### config.mk
export PLATFORM = sky130hd
export DESIGN_NAME = serial_subtractor_nbit
export DESIGN_NICKNAME = d
export VERILOG_FILES = /design/src/rtl/serial_subtractor_nbit.sv
export SDC_FILE = /design/constraint.sdc
export NUM_CORES = 1
export LEC_CHECK = 0
export BUFFER_PORTS_ARGS = -buffer_cell sky130_fd_sc_hd__buf_2
export CAP_MARGIN = 10
export CORE_ASPECT_RATIO = 0.7
export CORE_MARGIN = 10
export CORE_UTILIZATION = 45
export DETAILED_ROUTE_END_ITERATION = 8
export HOLD_SLACK_MARGIN = 0.02
export PLACE_DENSITY = 0.66
export SYNTH_ARGS = -nofsm -noshare
export SYNTH_HDL_FRONTEND = slang
export SYNTH_SLANG_ARGS = --single-unit
### constraint.sdc
create_clock -name Clk -period 1.7 [get_ports Clk]
set_clock_uncertainty 0.05 [all_clocks]
set_input_delay 0.425 -clock Clk [delete_from_list [all_inputs] [get_ports Clk]]
set_output_delay 0.425 -clock Clk [all_outputs]
set_load 0.005 [all_outputs]
### src/rtl/serial_subtractor_nbit.sv
// Bit-serial N-bit subtractor: D = A - B - Bin, one bit per clock, LSB first,
// with a Start/Busy/Done handshake and registered borrow/overflow/zero flags.
module serial_subtractor_nbit #(
  parameter int WIDTH = 8
) (
  input  logic             Clk,
  input  logic             Reset,
  input  logic             Start,
  input  logic [WIDTH-1:0] A,
  input  logic [WIDTH-1:0] B,
  input  logic             Bin,
  output logic             Busy,
  output logic             Done,
  output logic [WIDTH-1:0] D,
  output logic             Bout,
  output logic             Ovf,
  output logic             Zero
);
  localparam int CW = $clog2(WIDTH) + 1;

  typedef enum logic [1:0] {IDLE, SHIFT, DONE} state_t;

  state_t           state_q, state_d;
  logic [WIDTH-1:0] sa_q, sb_q, sr_q;
  logic             br_q;
  logic [CW-1:0]    cnt_q;
  logic             msba_q, msbb_q;
  logic [WIDTH-1:0] d_q;
  logic             bout_q, ovf_q, zero_q, done_q;

  // Full-subtractor cell on the current LSBs.
  logic diff_bit, br_nx;
  assign diff_bit = sa_q[0] ^ sb_q[0] ^ br_q;
  assign br_nx    = (~sa_q[0] & sb_q[0]) | (~(sa_q[0] ^ sb_q[0]) & br_q);

  always_comb begin
    state_d = state_q;
    case (state_q)
      IDLE:    if (Start) state_d = SHIFT;
      SHIFT:   if (cnt_q == CW'(WIDTH-1)) state_d = DONE;
      DONE:    state_d = IDLE;
      default: state_d = IDLE;
    endcase
  end

  always_ff @(posedge Clk or posedge Reset) begin
    if (Reset) state_q <= IDLE;
    else       state_q <= state_d;
  end

  always_ff @(posedge Clk or posedge Reset) begin
    if (Reset) begin
      sa_q   <= '0;
      sb_q   <= '0;
      sr_q   <= '0;
      br_q   <= 1'b0;
      cnt_q  <= '0;
      msba_q <= 1'b0;
      msbb_q <= 1'b0;
      d_q    <= '0;
      bout_q <= 1'b0;
      ovf_q  <= 1'b0;
      zero_q <= 1'b0;
      done_q <= 1'b0;
    end else begin
      // Done is registered so it rises together with the result registers.
      done_q <= (state_q == DONE);
      case (state_q)
        IDLE: if (Start) begin
          sa_q   <= A;
          sb_q   <= B;
          br_q   <= Bin;
          cnt_q  <= '0;
          msba_q <= A[WIDTH-1];
          msbb_q <= B[WIDTH-1];
        end
        SHIFT: begin
          sr_q  <= {diff_bit, sr_q[WIDTH-1:1]};
          sa_q  <= {1'b0, sa_q[WIDTH-1:1]};
          sb_q  <= {1'b0, sb_q[WIDTH-1:1]};
          br_q  <= br_nx;
          cnt_q <= cnt_q + CW'(1);
        end
        DONE: begin
          d_q    <= sr_q;
          bout_q <= br_q;
          ovf_q  <= (msba_q != msbb_q) && (sr_q[WIDTH-1] != msba_q);
          zero_q <= (sr_q == '0);
        end
        default: ;
      endcase
    end
  end

  assign Busy = (state_q == SHIFT);
  assign Done = done_q;
  assign D    = d_q;
  assign Bout = bout_q;
  assign Ovf  = ovf_q;
  assign Zero = zero_q;
endmodule
==> impl_metrics.env, run 1 <==
export IMPL_floorplan_rows=19
export IMPL_tritoncts="yes"
export IMPL_clock_latency_ns=0.29
export IMPL_first_global_vias=1419
export IMPL_grt_busiest_layer="met2"
export IMPL_net_switching_power_mw=1.38
export IMPL_cp_end_kind="output pin"
export IMPL_layout_cell_share_with_drive_strength_beyond_1_pct=28.6
export IMPL_number_of_i_o_port_buffers=32
export IMPL_yosysTopAreaCellShare_pct=58.8
export IMPL_swShare_pct=35.5
export IMPL_top_level_ports=33
export IMPL_finish_net_count=238
export IMPL_grt_overflow_total=0
export IMPL_worstPathArrival_ns=1.14
export IMPL_viasPerCell=5.15
export IMPL_power_clock_fraction_pct=18.4
export IMPL_total_of_cells_resized_after_clock_tree_synthesis=0
export IMPL_routed_wire_length_per_instance_um=14.7
export IMPL_placeable_area_um2=4020
export IMPL_synth_area_top_cells="sky130_fd_sc_hd__dfrtp_1, sky130_fd_sc_hd__nand2_1, sky130_fd_sc_hd__o21ai_0"
export IMPL_worst_r2r_startpoint="state_q[0]"
export IMPL_floorplan_die_area_um2=7300
export IMPL_worst_ir_drop_vdd_uv=706
export IMPL_timing_final_setup_violations=0
export IMPL_place_detailed_hpwl_um=2860
export IMPL_pwr_share_comb_pct=34.9
export IMPL_cts_setup_buffers=0
export IMPL_first_pass_grt_wire_length_um=6830
export IMPL_diodes=0
export IMPL_p_leak_nw=1.15
export IMPL_worstPathMaxFanout=10
export IMPL_dr_first_iter_drc_count=84
export IMPL_layout_min_cycle_time_ns=1.61
export IMPL_worst_r2r_endpoint="sb_q[6]"
export IMPL_timing_reg2reg_worst_path_depth=5
export IMPL_mean_syn_cell_area_um2=10.8
export IMPL_timing_critical_path_slowest_stage_cell="sky130_fd_sc_hd__dfrtp_2"
export IMPL_initial_utilization_pct=47.6
export IMPL_timing_max_slew_rel_slack_pct=79.7
export IMPL_postSynthRegisterBits=45
export IMPL_crit_type="reg2out"
export IMPL_last_element_of_the_critical_path="Busy"
export IMPL_timing_hold_worst_class="in2async"
export IMPL_netlist_top_cell_by_area="sky130_fd_sc_hd__dfrtp_1"
export IMPL_numClockSinks=45
export IMPL_synth_warning_count=0
export IMPL_gpl_final_weighted_congestion=0.789
export IMPL_ff2ff_setup_slack_ns=0.28
export IMPL_power_report_internal_total_mw=2.51
export IMPL_timing_critical_path_cells="nand2b_1 > inv_2 > buf_2"
export IMPL_via_count=1386
export IMPL_groute_layer_met3_usage_pct=3.79
export IMPL_antenna_found_initial=0
export IMPL_yosys_cell_count_top_type="sky130_fd_sc_hd__nand2_1"
export IMPL_worst_slew_pin_transition_ns=0.302
export IMPL_cts_root_buffer_cell="sky130_fd_sc_hd__clkbuf_8"
export IMPL_drc_errors=0
export IMPL_drt_pass1_iterations=4
export IMPL_timing_critical_path_required_ns=1.22
export IMPL_layout_area_overhead_vs_synth_pct=18.2
export IMPL_route_antenna_remaining_nets=0
export IMPL_cp_max_stage_delay_ns=0.48
export IMPL_min_period_over_period_pct=94.7
export IMPL_gr_usage_met1_pct=14.3
export IMPL_grt_start_max_net_pins=46
export IMPL_cp_start_kind="register"
export IMPL_groute_usage_overall_pct=11.2
export IMPL_syn_instance_count=178
export IMPL_placed_insts=261
export IMPL_mappedNetlistNets=200
export IMPL_yosys_top_cells_count="sky130_fd_sc_hd__nand2_1, sky130_fd_sc_hd__dfrtp_1, sky130_fd_sc_hd__o21ai_0"
export IMPL_async_reset_ff_share_pct=100
export IMPL_syn_area_um2=1910
export IMPL_number_of_buffers_created_by_cts=5
export IMPL_synthDistinctLibCells=29
export IMPL_slew_violations=0
export IMPL_met2_use_gr_pct=17.5
export IMPL_fin_setup_tns_ns=0
export IMPL_die_y_um=74.6
export IMPL_power_density_nw_per_um2=1720
export IMPL_finalHoldViolations=0
export IMPL_cts_root_to_sink_buffers=2
export IMPL_htree_num_levels=2
export IMPL_cts_hold_fix_buffers=0
export IMPL_synth_enable_flop_cells=0
export IMPL_ys_dominant_reg_cell="sky130_fd_sc_hd__dfrtp_1"
export IMPL_final_util_pct=56.3
export IMPL_power_frac_seq_pct=46.7
export IMPL_routed_wl_um=3950
export IMPL_setup_repair_after_global_routing_missed_its_margin="no"
export IMPL_floorplan_die_width_um=98.0
export IMPL_max_capacitance_violation_count=0
export IMPL_crit_path_start="state_q[1]"
export IMPL_outcome="finished, final reports clean"
export IMPL_synth_seq_area_share_pct=58.8
export IMPL_post_layout_nonfiller_instances=269
export IMPL_clk_pin_slew_worst_paths_ns=0.08
export IMPL_highest_clock_rate_mhz=621
state kept, by name, summed over array words and instances (netlist names):
name	cells
sb_q	8
Ovf	1
msbb_q	1
sr_q	8
Done	1
cnt_q	4
D	8
br_q	1
sa_q	8
Zero	1
state_q	2
Bout	1
msba_q	1
power by group through the flow:
stage               sequential (mW)  combinational, mW  clock, mW
finish                         1.81               1.36      0.717
detailed placement             1.84               1.37          0
global placement               1.81               1.31          0
global route                   1.88               1.57      0.778
CTS                            1.82               1.38      0.739
floorplan                      1.75              0.979          0
how the worst min path moves through the flow:
| stage | start | endpoint | slack (ns) | depth (start not counted) |
|---|---|---|---|---|
| 2_1_floorplan | br_q | br_q | 0.40 | 2 |
| 3_3_place_gp | sb_q[3] | sb_q[3] | 0.41 | 2 |
| 3_5_place_dp | Zero | Zero | 0.42 | 2 |
| 4_1_cts | Reset | D[4] | 0.12 | 3 |
| 5_1_grt | Reset | D[4] | 0.12 | 3 |
| 6_report | Reset | D[4] | 0.11 | 3 |
per-stage QoR:
step | cell area (um2) | power [mW] | setup slack, ns | hold slack, ns
2_1_floorplan | 1910 | 2.73 | 0.166 | 0.400
3_3_place_gp | 2160 | 3.13 | 0.311 | 0.411
3_5_place_dp | 2160 | 3.21 | 0.306 | 0.417
4_1_cts | 2260 | 3.93 | 0.0258 | 0.117
5_1_grt | 2260 | 4.22 | 0.0169 | 0.124
6_report | 2260 | 3.89 | 0.0895 | 0.115
cell usage in the layout, fill, tap and decap left out, drive strengths merged, types with 2 or more instances in the layout:
cell | Yosys | layout
clkinv | 0 | 2
nand3 | 2 | 2
buf | 8 | 41
clkbuf | 2 | 7
and3b | 4 | 4
inv | 5 | 4
nor2b | 2 | 2
o21ai | 19 | 19
a22o | 4 | 4
a22oi | 11 | 11
nor4 | 2 | 2
dfrtp | 45 | 45
a21oi | 6 | 6
nor2 | 2 | 2
nand2 | 46 | 46
nand2b | 3 | 3
mux2 | 10 | 10
metal layers:
layer	share of wire, %	vias to the layer above
met3	4.0	4
met5	0	-
li1	-	684
met4	0.76	0
met1	49	674
met2	46	24
cell type report:
cell class              instances  area (um2)
flip-flops and latches         45        1130
inverters                       5        18.8
clock inverters                 1        5.00
well taps                      52        65.1
multi-input cells             118         709
fillers                       356        1760
repair buffers                 41         240
clock buffers                   7        96.3
critical path, delay by kind of cell, from the launching register on:
kind / cells / cell delay, ns
and+or+nand+nor: 1 / 0.20
buffers and inverters: 2 / 0.18
DFF: 1 / 0.48
logic make-up after synthesis:
kind of cell	share of synthesized area, %
AOI/OAI and AO/OA	13.5
adders and majority gates	1.70
buffers and inverters	4.12
DFF	58.8
muxes	6.99
and+or+nand+nor	14.8
(Power assumes the default switching activity.)
==> run 2: changes to the inputs <==
==> constraint.sdc (replaced) <==
create_clock -name Clk -period 1.7 [get_ports Clk]
set_clock_uncertainty 0.05 [all_clocks]
set_input_delay 0.085 -clock Clk [delete_from_list [all_inputs] [get_ports Clk]]
set_output_delay 0.085 -clock Clk [all_outputs]
set_load 0.005 [all_outputs]
==> impl_metrics.env, run 2 (synthesized netlist as in run 1, its figures left out) <==
export IMPL_met2_use_gr_pct=19.7
export IMPL_floorplan_rows=19
export IMPL_groute_usage_overall_pct=11.5
export IMPL_number_of_i_o_port_buffers=32
export IMPL_slew_violations=0
export IMPL_grt_busiest_layer="met2"
export IMPL_timing_final_setup_violations=0
export IMPL_gr_usage_met1_pct=13.0
export IMPL_viasPerCell=5.20
export IMPL_fin_setup_tns_ns=0
export IMPL_clk_pin_slew_worst_paths_ns=0.08
export IMPL_tritoncts="yes"
export IMPL_total_of_cells_resized_after_clock_tree_synthesis=0
export IMPL_htree_num_levels=2
export IMPL_drt_pass1_iterations=4
export IMPL_routed_wl_um=4050
export IMPL_die_y_um=74.6
export IMPL_power_density_nw_per_um2=1720
export IMPL_layout_cell_share_with_drive_strength_beyond_1_pct=26.6
export IMPL_cp_end_kind="register"
export IMPL_highest_clock_rate_mhz=665
export IMPL_clock_latency_ns=0.30
export IMPL_detailedPlace_worstSlack_ns=0.217
export IMPL_p_leak_nw=1.15
export IMPL_cts_root_buffer_cell="sky130_fd_sc_hd__clkbuf_8"
export IMPL_timing_max_slew_rel_slack_pct=62.9
export IMPL_dr_first_iter_drc_count=120
export IMPL_finish_net_count=240
export IMPL_final_util_pct=56.6
export IMPL_antenna_found_initial=0
export IMPL_worst_ir_drop_vdd_uv=749
export IMPL_filler_cell_count=362
export IMPL_cts_setup_buffers=0
export IMPL_drc_errors=0
export IMPL_cp_start_kind="register"
export IMPL_first_global_vias=1440
export IMPL_via_count=1405
export IMPL_final_worst_slack_ns=0.196
export IMPL_grt_start_max_net_pins=46
export IMPL_timing_critical_path_required_ns=1.85
export IMPL_floorplan_die_area_um2=7300
export IMPL_layout_area_overhead_vs_synth_pct=18.9
export IMPL_outcome="finished, final reports clean"
export IMPL_numClockSinks=45
export IMPL_number_of_buffers_created_by_cts=5
export IMPL_diodes=0
export IMPL_top_level_ports=33
export IMPL_place_detailed_hpwl_um=3000
export IMPL_gpl_final_weighted_congestion=0.789
export IMPL_worstPathMaxFanout=17
export IMPL_setup_repair_after_global_routing_missed_its_margin="no"
export IMPL_groute_layer_met3_usage_pct=4.07
export IMPL_layout_min_cycle_time_ns=1.50
export IMPL_min_period_over_period_pct=88.5
export IMPL_initial_utilization_pct=47.6
export IMPL_ff2ff_setup_slack_ns=0.20
export IMPL_layout_area_seq_um2=1130
export IMPL_placeable_area_um2=4020
export IMPL_timing_hold_worst_class="in2reg"
export IMPL_worstPathArrival_ns=1.65
export IMPL_floorplan_die_width_um=98.0
export IMPL_finalHoldViolations=0
export IMPL_multi_input_comb_area_um2=709
export IMPL_crit_type="reg2reg"
export IMPL_mostFrequentLayoutCells="sky130_fd_sc_hd__nand2_1, sky130_fd_sc_hd__dfrtp_1, sky130_fd_sc_hd__buf_2"
export IMPL_mostFrequentLayoutCell="sky130_fd_sc_hd__nand2_1"
export IMPL_grt_overflow_total=0
export IMPL_routed_wire_length_per_instance_um=15.0
export IMPL_first_pass_grt_wire_length_um=6800
export IMPL_max_capacitance_violation_count=0
export IMPL_route_antenna_remaining_nets=0
export IMPL_cts_root_to_sink_buffers=2
export IMPL_worst_slew_pin_transition_ns=0.557
run 2: cell types whose count changed in the layout (fill, tap and decap cells not counted):
cell,before,now
sky130_fd_sc_hd__dfrtp_1,44,45
sky130_fd_sc_hd__buf_4,8,7
sky130_fd_sc_hd__buf_12,1,0
sky130_fd_sc_hd__dlygate4sd3_1,0,4
sky130_fd_sc_hd__clkbuf_8,7,5
sky130_fd_sc_hd__dfrtp_2,1,0
sky130_fd_sc_hd__bufinv_16,0,1
run 2: stage by stage:
step	hold WS [ns]	cell area [um2]	std cells	power, mW
3_3_place_gp	0.191	2130	259	3.08
6_report	0.0380	2280	270	3.92
5_1_grt	0.0369	2280	270	4.24
4_1_cts	0.0306	2280	270	3.96
2_1_floorplan	0.175	1910	178	2.73
3_5_place_dp	0.201	2130	259	3.19
run 2: report_power, final:
part	internal (mW)	leakage (nW)	switching (mW)
clock	0.427	0.0540	0.335
combinational	0.615	0.512	0.717
sequential	1.49	0.586	0.331
run 2: path summary, 6_finish.rpt:
path                       startpoint  cells past startpoint       to
setup / recovery           state_q[0]                      4  sb_q[6]
max in group asynchronous       Reset                      4     D[1]
min in group asynchronous       Reset                      4     D[5]
setup reg to reg           state_q[0]                      4  sb_q[6]
hold / removal                   A[0]                      3  sa_q[0]
hold reg to reg               sb_q[2]                      2  sb_q[2]
run 2: area by class of cell:
class                   count  share of cell area (%)
multi-input cells         118                    31.2
clock inverters             2                    1.54
repair buffers             43                    11.1
clock buffers               5                    3.02
well taps                  52                    2.86
inverters                   5                   0.825
flip-flops and latches     45                    49.5
run 2: worst max-delay path, stage by stage (launching register included):
cell and delay (ns):
sky130_fd_sc_hd__dfrtp_1 0.47, sky130_fd_sc_hd__o21bai_1 0.41, sky130_fd_sc_hd__buf_4 0.31, sky130_fd_sc_hd__nand2_1 0.08, sky130_fd_sc_hd__o21ai_0 0.10
run 2: timing repair:
action,in CTS,in global routing
hold endpoints to repair,50,0
setup endpoints to repair,0,0
hold buffers,4,0
run 2: routing by layer:
layer  routed length (um)  up-vias
met5                    0        -
met4                   59        0
met3                  227        7
met2                 1980       34
met1                 1790      681
li1                     -      683
==> run 3: changes to the inputs <==
CORE_ASPECT_RATIO = unset   (was 0.7)
RECOVER_POWER = 25   (was unset)
==> impl_metrics.env, run 3 (synthesized netlist as in run 1, its figures left out) <==
export IMPL_outcome="finished, final reports clean"
export IMPL_layout_area_overhead_vs_synth_pct=16.8
export IMPL_groute_usage_overall_pct=11.0
export IMPL_mostFrequentLayoutCell="sky130_fd_sc_hd__nand2_1"
export IMPL_highest_clock_rate_mhz=678
export IMPL_floorplan_die_area_um2=7260
export IMPL_place_detailed_hpwl_um=2900
export IMPL_grt_start_max_net_pins=46
export IMPL_floorplan_rows=23
export IMPL_clk_pin_slew_worst_paths_ns=0.08
export IMPL_htree_num_levels=2
export IMPL_layout_area_seq_um2=1130
export IMPL_cp_start_kind="register"
export IMPL_die_y_um=85.2
export IMPL_finish_net_count=240
export IMPL_initial_utilization_pct=47.2
export IMPL_route_antenna_remaining_nets=0
export IMPL_first_global_vias=1407
export IMPL_via_count=1386
export IMPL_diodes=0
export IMPL_finalHoldViolations=0
export IMPL_drt_pass1_iterations=4
export IMPL_detailedPlace_worstSlack_ns=0.204
export IMPL_layout_min_cycle_time_ns=1.47
export IMPL_number_of_i_o_port_buffers=32
export IMPL_layout_cell_share_with_drive_strength_beyond_1_pct=21.9
export IMPL_cts_setup_buffers=0
export IMPL_mostFrequentLayoutCells="sky130_fd_sc_hd__nand2_1, sky130_fd_sc_hd__dfrtp_1, sky130_fd_sc_hd__buf_2"
export IMPL_floorplan_die_width_um=85.2
export IMPL_timing_critical_path_cells="nand2b_1 > inv_2 > buf_2"
export IMPL_power_density_nw_per_um2=1670
export IMPL_number_of_buffers_created_by_cts=5
export IMPL_worstPathMaxFanout=10
export IMPL_clock_latency_ns=0.29
export IMPL_numClockSinks=45
export IMPL_cp_end_kind="output pin"
export IMPL_p_leak_nw=1.10
export IMPL_cts_root_buffer_cell="sky130_fd_sc_hd__clkbuf_8"
export IMPL_cts_root_to_sink_buffers=2
export IMPL_viasPerCell=5.15
export IMPL_placeable_area_um2=4060
export IMPL_final_util_pct=55.1
export IMPL_timing_max_slew_rel_slack_pct=63.4
export IMPL_gpl_final_weighted_congestion=0.822
export IMPL_antenna_found_initial=0
export IMPL_drc_errors=0
export IMPL_worst_ir_drop_vdd_uv=674
export IMPL_final_worst_slack_ns=0.226
export IMPL_worst_slew_pin_transition_ns=0.549
export IMPL_filler_cell_count=369
export IMPL_tritoncts="yes"
export IMPL_setup_repair_after_global_routing_missed_its_margin="no"
export IMPL_worstPathArrival_ns=1.34
export IMPL_top_level_ports=33
export IMPL_timing_critical_path_required_ns=1.56
export IMPL_max_capacitance_violation_count=0
export IMPL_dr_first_iter_drc_count=85
export IMPL_timing_hold_worst_class="in2reg"
export IMPL_first_pass_grt_wire_length_um=6620
export IMPL_timing_critical_path_slowest_stage_cell="sky130_fd_sc_hd__dfrtp_1"
export IMPL_fin_setup_tns_ns=0
export IMPL_multi_input_comb_area_um2=709
export IMPL_cp_max_stage_delay_ns=0.46
export IMPL_grt_overflow_total=0
export IMPL_routed_wire_length_per_instance_um=14.3
export IMPL_slew_violations=0
export IMPL_timing_final_setup_violations=0
export IMPL_routed_wl_um=3850
export IMPL_min_period_over_period_pct=86.7
export IMPL_ff2ff_setup_slack_ns=0.32
export IMPL_crit_type="reg2out"
## run 3: changes by cell type in the layout (fill, tap and decap cells not counted)
cell and change:
sky130_fd_sc_hd__clkbuf_1 +13, sky130_fd_sc_hd__buf_2 -12, sky130_fd_sc_hd__buf_4 +1, sky130_fd_sc_hd__bufinv_16 -1
sky130_fd_sc_hd__clkinv_1 -1, sky130_fd_sc_hd__clkinv_2 +1, sky130_fd_sc_hd__dfrtp_1 -1, sky130_fd_sc_hd__dfrtp_2 +1
sky130_fd_sc_hd__dlygate4sd3_1 -1, sky130_fd_sc_hd__inv_1 +1
## run 3: path summary, 6_finish.rpt
path | end | startpoint | cells after the start
worst min register to register | Zero | Zero | 2
worst min-delay path | br_q | Bin | 3
min in group asynchronous | Done | Reset | 4
worst max-delay path | Busy | state_q[1] | 3
worst max register to register | D[4] | state_q[0] | 3
max in group asynchronous | state_q[0] | Reset | 4
## run 3: through the flow
stage          area (um2)  power, mW  cells  hold slack, ns
2_1_floorplan        1910       2.73    178           0.175
3_3_place_gp         2140       3.09    258           0.198
3_5_place_dp         2140       3.18    258           0.209
4_1_cts              2250       3.81    269          0.0237
5_1_grt              2240       4.06    269          0.0274
6_report             2240       3.74    269          0.0253
## run 3: cell type report
class / count / area share [%]
Clock buffer: 6 / 3.25
Clock inverter: 2 / 0.448
Inverter: 5 / 0.839
Multi-Input combinational cell: 118 / 31.7
Sequential cell: 45 / 50.4
Tap cell: 50 / 2.80
Timing Repair Buffer: 43 / 10.5
## run 3: per-layer routing
| metal | track usage [%] | wire length (um) | share of wire, % |
|---|---|---|---|
| met5 | 0 | 0 | 0 |
| met4 | 4.94 | 79 | 2.1 |
| met3 | 5.07 | 308 | 8.0 |
| met2 | 17.0 | 1790 | 47 |
| met1 | 12.7 | 1670 | 43 |
## run 3: worst max-delay path: cells and delay by family (launching register included)
kind                   cells  cell delay [ns]
flip-flops                 1             0.46
AND/OR/NAND/NOR            1             0.26
buffers and inverters      2             0.32
## run 3: report_power, final
| part | internal (mW) | leakage, nW | switching (mW) | total, mW |
|---|---|---|---|---|
| sequential | 1.49 | 0.585 | 0.346 | 1.84 |
| clock | 0.285 | 0.0450 | 0.335 | 0.620 |
| combinational | 0.604 | 0.467 | 0.678 | 1.28 |
| total | 2.38 | 1.10 | 1.36 | 3.74 |
## run 3: what timing repair did
item | CTS | global route
endpoints found under the hold margin | 49 | 0
resized for setup | 0 | 1
hold buffers | 3 | 0
endpoints found under the setup margin | 0 | 1
